<file path="config.mk">
export PLATFORM = sky130hd
export DESIGN_NAME = magnitude_comparator
export DESIGN_NICKNAME = d
export VERILOG_FILES = /design/src/rtl/magnitude_comparator.sv
export SDC_FILE = /design/constraint.sdc
export NUM_CORES = 1
export LEC_CHECK = 0
export BUFFER_PORTS_ARGS = -buffer_cell sky130_fd_sc_hd__clkbuf_2
export CORE_AREA = 2 2 39 41
export DETAILED_ROUTE_END_ITERATION = 8
export DIE_AREA = 0 0 41 43
export GPL_TIMING_DRIVEN = 0
export MAX_ROUTING_LAYER = met4
export PLACE_DENSITY = 0.46
export SYNTH_ARGS = -nofsm -noshare
export SYNTH_HDL_FRONTEND = slang
export SYNTH_SLANG_ARGS = --single-unit
</file>
<file path="constraint.sdc">
create_clock -name clk -period 0.8 [get_ports clk]
set_input_delay 0.08 -clock clk [delete_from_list [all_inputs] [get_ports clk]]
set_output_delay 0.08 -clock clk [all_outputs]
set_load 0.02 [all_outputs]
</file>
<file path="src/rtl/magnitude_comparator.sv">
// magnitude_comparator: registered greater/equal/less flags for two SIZE-bit operands
module magnitude_comparator #(
  parameter int SIZE   = 4,
  parameter bit SIGNED = 1'b0
) (
  input  logic            clk,
  input  logic            rst_n,
  input  logic [SIZE-1:0] a,
  input  logic [SIZE-1:0] b,
  input  logic            in_valid,
  output logic            is_a_greater,
  output logic            equal,
  output logic            is_a_less,
  output logic            out_valid
);
  logic gt, eq, sign_diff;
  always_comb begin
    eq        = a == b;
    sign_diff = SIGNED && (a[SIZE-1] ^ b[SIZE-1]);
    // differing signs: a wins exactly when b is the negative one
    gt        = sign_diff ? b[SIZE-1] : a > b;
  end
  always_ff @(posedge clk or negedge rst_n) begin
    if (!rst_n) begin
      is_a_greater <= 1'b0;
      equal        <= 1'b0;
      is_a_less    <= 1'b0;
      out_valid    <= 1'b0;
    end else begin
      out_valid <= in_valid;
      if (in_valid) begin
        is_a_greater <= gt;
        equal        <= eq;
        is_a_less    <= !gt && !eq;
      end
    end
  end
endmodule

</file>
Word level (Yosys, flattened, before mapping)
Cells that the tools add are included.
{"block": "totals", "ram_bits": 0, "latch_bits": 0, "word_cells": 9, "in_bits": 11, "mem_count": 0, "out_inout_bits": 4, "register_bits": 4, "mem_bits_ro": 0}
{"block": "classes", "multipliers": 0, "eq_ne": 1, "shifts": 0, "reduce_logical": 3, "bitwise_logic": 0, "div": 0, "add_sub_neg": 0, "order_cmp": 1, "muxes": 0}
{"operator": "$eq A4 B4 Y1", "n": 1}
{"operator": "$gt A4 B4 Y1", "n": 1}
{"operator": "$logic_not A1 Y1", "n": 2}
{"operator": "$logic_and A1 B1 Y1", "n": 1}

Longest topological paths before layout
Gate-level depths: netlist of run 1.
{"block": "depth", "ltp_word": 3, "depth_mapped": 5, "mapped_depth_nobuf": 5}

Worst setup path before layout of run 1
OpenSTA, ideal clock, no wires.
{"block": "synth_path", "path_kind": "input to register", "startpoint": "input port b[1]", "endpoint": "register is_a_less", "n_path_buf": 0, "arrival_ns": 0.821, "setup_slack_ns": -0.142, "stages": 5, "setup_ns": 0.122, "required_time_ns": 0.678, "path_cell_list": "inv_1 > ha_1 > nor2b_1 > o211ai_1 > a32o_1"}
{"block": "synth_via", "elab_chain_cells": 3, "elab_cells_between_ends": 5, "classes_between": "order compare (1); eq/ne (1); reduce/logical (3)"}
{"element": "from (decl)", "line": "9", "rtl": "input logic [SIZE-1:0] b,"}
{"element": "$gt A4 B4 Y1 / $eq A4 B4 Y1 (equally long branches)", "line": "21, 18"}
{"element": "$logic_not A1 Y1", "line": "34", "rtl": "is_a_less <= !gt && !eq;"}
{"element": "$logic_and A1 B1 Y1 (*)", "line": "34"}
{"element": "to (signal assigned)", "line": "34"}
{"element": "to (decl)", "line": "13", "rtl": "output logic is_a_less,"}
Mark *: on every way between the ends. The rest lies on a longest branch, timed or not.
A chain may end at the register's enable or synchronous reset.

Worst setup path after layout of run 1
{"block": "layout_path", "startpoint": "register is_a_greater", "endpoint": "output port is_a_greater"}
{"element": "from (decl)", "line": "11", "rtl": "output logic is_a_greater,"}
{"element": "from (signal assigned)", "line": "32", "rtl": "is_a_greater <= gt;"}
No word-level cell between the ends.

==> qor.txt, run 1 <==
Worst Setup SP: is_a_greater
Max Freq: 1.147 GHz
Worst IR Drop VDD: 0.4078 mV
RSZ-0062 raised after global routing: true
Tot GR Track Use: 6.989%
Placed Cells: 54
# Max-Cap Violations: 0
Vias per cell: 4.097
Distinct cells, synth: 13
DP Wirelength: 459 µm
Reg clk slew, reported paths: 0.04 ns
Reg-to-reg endpoint: is_a_greater
Number of global-route vias before repair: 221
First-pass GRT wire length: 772 µm
Pleak: 0.2459 nW
CTS buffer count: 3
Nets: 62
Final Wtd Congestion: 0.6537
Die height: 43 µm
Most common cell after layout, fill and taps aside: clkbuf_2
Boundary Pins: 15
Total wire length: 517 µm
Antenna diode count: 0
Reg2Reg Setup Slack: -0.02 ns
Multi-input logic area: 157.7 µm²
Final worst slack: -0.07156 ns
Register area: 101.3 µm²
Hold EP: out_valid
Post-route ant nets: 0
WP depth: 1
Min Clock Period, post-route: 0.8716 ns
Worst Setup Path Type: flip-flop to output pin
Core Box Area: 1384 µm²
Fin crit share: 108.9%
Startpoint Class: flip-flop
Largest net degree at the start of global routing: 6
Fin cells: 62
Setup TNS: -0.1806 ns
Share of layout cells above drive strength 1: 56.52%
Seq/Total Area, Yosys: 39.80%
Launching point of the worst reg2reg path: is_a_greater
Critical path peak fanout: 2
Status: finished, violations left
DR vias: 254
Filler Cells Inserted: 146
Crit path cell chain: buf_6
Sequential power share: 32.2%
Final hold violation count: 0
Initial antenna violation count: 0
Core Rows: 14
Sw Share: 26.11%
Failing checks: setup timing
Syn_area_per_cell: 10.48 µm²
H-Tree Depth: 1
Worst slew margin: 84.79%
CTS Buffer Depth: 2
Crit path DAT: 0.79 ns
Layout Area Growth over Synthesis: 94.53%
CP delay by family, top: flip-flops
Mapped Area: 251.5 µm²
R2R cell count: 3
Largest stage delay, worst path: 0.42 ns
Internal Pwr Total: 0.5583 mW
Iteration-0 DRC Markers: 4
Hold Crit Start: in_valid
GRT overflow: 0
Pre-CTS setup slack: -0.3402 ns
Comb pwr share: 32.2%
Initial core utilization: 18.17%
Die ar.: 1763 µm²
Req. time, crit path: 0.72 ns
Setup-failing EPs final: 6
Worst setup EP type: output pin
CP max stage cell: dfrtp_2
Clk_lat worst skew: 0.23 ns
Net Count, Synth: 39
Syn Inst Count: 24
Buffers and inverters on the worst path: 1
Worst Clk Skew: 0 ns
Clk network pwr share: 35.6%
Commonest non-fill, non-tap cells in the layout: clkbuf_2 (9), inv_1 (3), clkbuf_4 (3), dfrtp_1 (3), buf_4 (3)
Root Buffer: clkbuf_4
TritonCTS Sinks: 4
CTS tree: built
Worst-Margin Slew: 0.2272 ns
Port-buffer cells: 14
Psw: 0.1972 mW
Final Slew Violations: 0
DRC: 0
Hold depth: 1
Final design utilization: 35.35%
Pre-antenna DRT Iters: 4
Synthesis warning total: 0
Die X: 41 µm
PD cells: 1544 nW/µm²
FF+latch count, synth: 4
Avg WL per Cell: 8.339 µm
Worst hold path type: input port to flip-flop
cell usage after synthesis:
cell type	instances	area [µm²]
inv_1	5	18.77
dfrtp_1	4	100.1
ha_1	4	50.05
nand2_1	2	7.510
a22oi_1	1	7.510
a32o_1	1	10.01
and3b_1	1	8.760
nand2b_4	1	13.76
nand4_1	1	6.260
nor2b_1	1	6.260
nor3b_1	1	7.510
o211ai_1	1	7.510
o21a_1	1	7.510
per-layer routing:
layer  track usage, %  vias to the layer above  wire length [µm]
li1                 -                      128                 -
met1            6.410                      113               196
met2            10.31                       13               259
met3            3.141                        0                61
met4            6.000                        0                 0
met5                -                        -                 0
power by group through the flow:
stage	Combinational, mW	Sequential [mW]	Clock (mW)
after global placement	0.179	0.243	0
final	0.243	0.244	0.269
after floorplan	0.0780	0.271	0
after detailed placement	0.178	0.244	0
after global routing	0.270	0.246	0.301
after CTS	0.235	0.242	0.283
area by class of cell:
type	instances	area share, %
Sequential cell	4	20.72
Inverter	5	6.394
Tap cell	16	4.092
Clock buffer	4	5.371
Multi-Input combinational cell	15	32.23
Timing Repair Buffer	18	31.20
cells by family after synthesis:
family	synth area share [%]
fa+ha+maj	19.90
buf+inv	7.463
compound gates	12.94
simple gates	19.91
flops	39.80
sequential cells by signal (all words and copies together), names as in the netlist:
name	flops
equal	1
is_a_less	1
out_valid	1
is_a_greater	1
worst max-delay path by stage:
stage	to
after floorplan	is_a_less
after CTS	is_a_greater
after global routing	is_a_greater
after global placement	is_a_less
after detailed placement	is_a_less
final	is_a_greater
timing repair:
action | 4_1_cts | 5_1_grt
pin swaps | 3 | 1
hold endpoints to repair | 4 | 0
gates resized for setup | 7 | 6
hold buffers | 1 | 0
setup buffers | 3 | 0
setup endpoints to repair | 6 | 6
metrics by stage:
stage / cell area, µm² / hold slack (ns) / power (mW)
6_report: 489.2 / 0.03028 / 0.7555
3_5_place_dp: 380.4 / -0.1094 / 0.4227
5_1_grt: 489.2 / 0.02146 / 0.8170
2_1_floorplan: 290.3 / -0.2156 / 0.3488
4_1_cts: 476.7 / 0.02634 / 0.7612
3_3_place_gp: 380.4 / -0.1093 / 0.4221
worst reg2reg max path: stages, from the launching register on:
cell,delay [ns]
dfrtp_2,0.42
nand2b_4,0.07
and3b_1,0.14
a22oi_1,0.06
Note: power is estimated with default switching activity, not from simulation.
==> inputs of run 2 (changes only) <==
SETUP_SLACK_MARGIN = 0.15   (was not set)
==> qor.txt, run 2 (synthesis gave the netlist of run 1 again) <==
Core Box Area: 1384 µm² (unchanged)
Startpoint Class: flip-flop
CTS Buffer Depth: 2 (unchanged)
Root Buffer: clkbuf_4
Req. time, crit path: 0.72 ns (about the same)
Max Freq: 1.143 GHz (-0.41%)
Vias per cell: 4.161 (+1.6%)
Fin cells: 62 (unchanged)
Clk_lat worst skew: 0.23 ns (about the same)
Commonest non-fill, non-tap cells in the layout: clkbuf_2 (9), inv_1 (3), clkbuf_4 (3), dfrtp_1 (3), buf_6 (3)
TritonCTS Sinks: 4 (unchanged)
CP delay by family, top: flip-flops
Worst-Margin Slew: 0.2182 ns (-0.008988 ns)
Most common cell after layout, fill and taps aside: clkbuf_2
Share of layout cells above drive strength 1: 56.52% (unchanged)
Crit path DAT: 0.80 ns (about the same)
Pre-antenna DRT Iters: 4 (unchanged)
Filler Cells Inserted: 143 (-2.1%)
Port-buffer cells: 14 (unchanged)
Initial core utilization: 18.17% (unchanged)
CTS buffer count: 3 (unchanged)
Setup-failing EPs final: 6 (unchanged)
# Max-Cap Violations: 0 (unchanged)
Largest net degree at the start of global routing: 6 (unchanged)
First-pass GRT wire length: 834 µm (+8.0%)
Final Wtd Congestion: 0.6541 (about the same)
Buffers and inverters on the worst path: 1 (unchanged)
Boundary Pins: 15 (unchanged)
DP Wirelength: 460.1 µm (+0.24%)
Worst slew margin: 85.39% (+0.60 points)
Die height: 43 µm (unchanged)
Initial antenna violation count: 0 (unchanged)
Avg WL per Cell: 8.452 µm (+1.4%)
Nets: 62 (unchanged)
Fin crit share: 109.4% (+0.45 points)
Iteration-0 DRC Markers: 8 (+4)
Antenna diode count: 0 (unchanged)
Final design utilization: 35.62% (+0.27 points)
Pwr Total: 0.7601 mW (+0.61%)
Post-route ant nets: 0 (unchanged)
Final worst slack: -0.07518 ns (-0.003613 ns)
Die X: 41 µm (unchanged)
Status: finished, violations left
Final Slew Violations: 0 (unchanged)
GRT overflow: 0 (unchanged)
Largest stage delay, worst path: 0.42 ns (about the same)
Hold WS: 0.02855 ns (-0.001727 ns)
Pleak: 0.2470 nW (+0.44%)
Die ar.: 1763 µm² (unchanged)
Layout Area Growth over Synthesis: 96.02%
RSZ-0062 raised after global routing: true
CTS tree: built
Reg clk slew, reported paths: 0.04 ns (about the same)
Final hold violation count: 0 (unchanged)
PD cells: 1542 nW/µm² (-0.15%)
Total wire length: 524 µm (+1.4%)
CP max stage cell: dfrtp_2
Core Rows: 14 (unchanged)
Worst IR Drop VDD: 0.3782 mV (-7.3%)
Worst Clk Skew: 0 ns (unchanged)
Placed Cells: 54 (unchanged)
DRC: 0 (unchanged)
Worst hold path type: input port to flip-flop
Critical path peak fanout: 2 (unchanged)
DR vias: 258 (+1.6%)
Crit path cell chain: buf_6
H-Tree Depth: 1 (unchanged)
Worst setup EP type: output pin
Min Clock Period, post-route: 0.8752 ns (+0.003613 ns)
Number of global-route vias before repair: 237 (+7.2%)
Tot GR Track Use: 7.503% (+0.51 points)
Worst Setup Path Type: flip-flop to output pin
Failing checks: setup timing
[run 2: repair_timing]
item / in CTS / in global routing
resized for setup: 7 / 7
pin swaps: 3 / 1
endpoints found under the setup margin: 7 / 7
buffers inserted: 3 / 0
hold buffers: 1 / 0
endpoints found under the hold margin: 4 / 0
[run 2: worst paths after layout]
kind / start / depth (start not counted) / slack (ns) / endpoint
setup / recovery: is_a_greater / 1 / -0.08 / is_a_greater
hold / removal: in_valid / 1 / 0.03 / out_valid
setup reg to reg: is_a_greater / 3 / -0.02 / is_a_greater
hold reg to reg: equal / 2 / 0.59 / equal
max in group asynchronous: rst_n / 2 / 0.48 / is_a_greater
min in group asynchronous: rst_n / 2 / 0.18 / is_a_less
[run 2: worst reg2reg max path, stage by stage (launching register included)]
cell      delay [ns]
dfrtp_2         0.42
nand2b_4        0.07
and3b_1         0.14
a22oi_1         0.06
[run 2: final cells by class]
| type | instances | area (µm²) | share of cell area (%) |
|---|---|---|---|
| Tap cell | 16 | 20.02 | 4.061 |
| Sequential cell | 4 | 101.3 | 20.56 |
| Inverter | 5 | 31.28 | 6.345 |
| Clock buffer | 4 | 26.28 | 5.330 |
| Multi-Input combinational cell | 15 | 157.7 | 31.98 |
| Timing Repair Buffer | 18 | 156.4 | 31.73 |
[run 2: report_power, final]
part           total, mW  internal [mW]  switching (mW)
logic              0.246          0.147          0.0983
clock network      0.269          0.187          0.0823
registers          0.245          0.227          0.0183
[run 2: per-stage QoR]
stage	TNS, ns	setup slack (ns)	instance area (µm²)
floorplan	-0.1438	-0.08946	290.3
global placement	-0.7497	-0.3363	380.4
detailed placement	-0.7480	-0.3393	380.4
CTS	-0.2676	-0.1036	476.7
global route	-0.4092	-0.1010	493.0
finish	-0.2036	-0.07518	493.0
[run 2: metal layers]
layer	track usage [%]	vias up	routed length (µm)
met4	6.000	0	0
met2	10.63	15	275
met3	3.141	0	72
met1	7.692	115	175
li1	-	128	-
met5	-	-	0
==> inputs of run 3 (changes only) <==
CTS_CLUSTER_DIAMETER = 50   (was not set)
PLACE_DENSITY = 0.44   (was 0.46)
clock period = 1.1 ns   (was 0.8 ns; I/O delays follow)
==> qor.txt, run 3 (synthesis gave the netlist of run 1 again) <==
Reg2Reg Setup Slack: 0.29 ns (+0.31 ns)
Reg-to-reg endpoint: is_a_greater
Req. time, crit path: 0.99 ns (+0.27 ns)
Final Slew Violations: 0 (unchanged)
Launching point of the worst reg2reg path: is_a_greater
Most common cell after layout, fill and taps aside: clkbuf_2
Hold EP: out_valid
Total wire length: 492 µm (-6.1%)
Min Clock Period, post-route: 0.8985 ns
GRT overflow: 0 (unchanged)
Number of global-route vias before repair: 230 (-3.0%)
Initial core utilization: 18.17% (unchanged)
Worst Setup Path Type: flip-flop to output pin
Crit path cell chain: clkbuf_2
Pleak: 0.2124 nW (-14%)
DR vias: 231 (-10%)
Hold buffer count at CTS: 1 (unchanged)
Largest stage delay, worst path: 0.37 ns (-0.05 ns)
Hold Crit Start: in_valid
Nets: 59 (-4.8%)
Critical path peak fanout: 2 (unchanged)
Avg WL per Cell: 8.483 µm (+0.37%)
Die height: 43 µm (unchanged)
# Max-Cap Violations: 0 (unchanged)
Startpoint Class: flip-flop
Pre-antenna DRT Iters: 3 (-1)
First-pass GRT wire length: 793 µm (-4.9%)
Vias per cell: 3.983 (-4.3%)
Hold WS: 0.05176 ns (+0.02321 ns)
PD cells: 1185 nW/µm² (-23%)
Setup-failing EPs final: 0 (-6)
Worst-Margin Slew: 0.2119 ns (-0.006310 ns)
Worst Clk Skew: 0 ns (unchanged)
Max Freq: 1.113 GHz
RSZ-0062 raised after global routing: false
Share of layout cells above drive strength 1: 50.00% (-6.5 points)
Final hold violation count: 0 (unchanged)
Layout Area Growth over Synthesis: 58.71%
Worst setup EP type: output pin
Antenna diode count: 0 (unchanged)
Worst IR Drop VDD: 0.2850 mV (-25%)
Post-route ant nets: 0 (unchanged)
CTS buffer count: 3 (unchanged)
Final Wtd Congestion: 0.6613 (+1.1%)
CP max stage cell: dfrtp_1
Die ar.: 1763 µm² (unchanged)
DRC: 0 (unchanged)
Die X: 41 µm (unchanged)
CP delay by family, top: flip-flops
Worst slew margin: 85.81% (+0.42 points)
Iteration-0 DRC Markers: 3 (-5)
Reg clk slew, reported paths: 0.03 ns (about the same)
Crit path DAT: 0.79 ns (about the same)
Initial antenna violation count: 0 (unchanged)
Tot GR Track Use: 7.305% (-0.20 points)
Post-CTS Resized: 0 (-7)
Hold depth: 1 (unchanged)
R2R cell count: 3 (unchanged)
H-Tree Depth: 1 (unchanged)
CTS Buffer Depth: 2 (unchanged)
Worst hold path type: input port to flip-flop
Clk_lat worst skew: 0.23 ns (about the same)
Setup TNS: 0 ns (+0.2036 ns)
Largest net degree at the start of global routing: 6 (unchanged)
Boundary Pins: 15 (unchanged)
Core Rows: 14 (unchanged)
Status: finished clean
Port-buffer cells: 14 (unchanged)
Buffers and inverters on the worst path: 1 (unchanged)
Commonest non-fill, non-tap cells in the layout: clkbuf_2 (14), inv_1 (4), dfrtp_1 (4)
TritonCTS Sinks: 4 (unchanged)
CTS tree: built
Post-CTS setup repair buffer count: 0 (-3)
Core Box Area: 1384 µm² (unchanged)
Fin crit share: 81.68%
Root Buffer: clkbuf_4
-- run 3: changes by cell type in the layout (fill, tap and decap cells not counted), sizes merged --
cell and change:
buf -5, clkbuf +1
-- run 3: power by group --
group,total [mW],switching [mW],internal (mW),leakage (nW)
Clock,0.174,0.0526,0.121,0.0138
Combinational,0.125,0.0634,0.0615,0.150
Sequential,0.174,0.00996,0.164,0.0489
-- run 3: worst max path at each step --
| stage | from | end | depth (start not counted) |
|---|---|---|---|
| after global placement | b[1] | is_a_less | 6 |
| after global routing | is_a_greater | is_a_greater | 1 |
| after CTS | is_a_greater | is_a_greater | 1 |
| final | is_a_greater | is_a_greater | 1 |
| after detailed placement | b[1] | is_a_less | 6 |
| after floorplan | b[3] | is_a_less | 5 |
-- run 3: final cells by class --
class / instances / area (µm²)
multi-input combinational: 15 / 157.7
sequential: 4 / 100.1
clock buffer: 3 / 22.52
fill: 142 / 984.7
tap: 16 / 20.02
inverter: 5 / 18.77
timing repair buffer: 15 / 80.08
-- run 3: per-stage QoR --
step	total power [mW]	util, %	instances	instance area (µm²)	setup slack, ns
after CTS	0.4858	28.84	58	399.1	0.1858
after global placement	0.3017	26.49	54	366.6	0.01475
final	0.4728	28.84	58	399.1	0.2015
after global routing	0.5163	28.84	58	399.1	0.1645
after detailed placement	0.3003	26.49	54	366.6	0.01615
after floorplan	0.2499	-	24	276.5	0.1608
-- run 3: per-layer routing --
layer | wire (µm) | GRT usage [%]
met3 | 70 | 3.141
met1 | 229 | 7.717
met2 | 193 | 9.063
met5 | 0 | -
met4 | 0 | 8.000
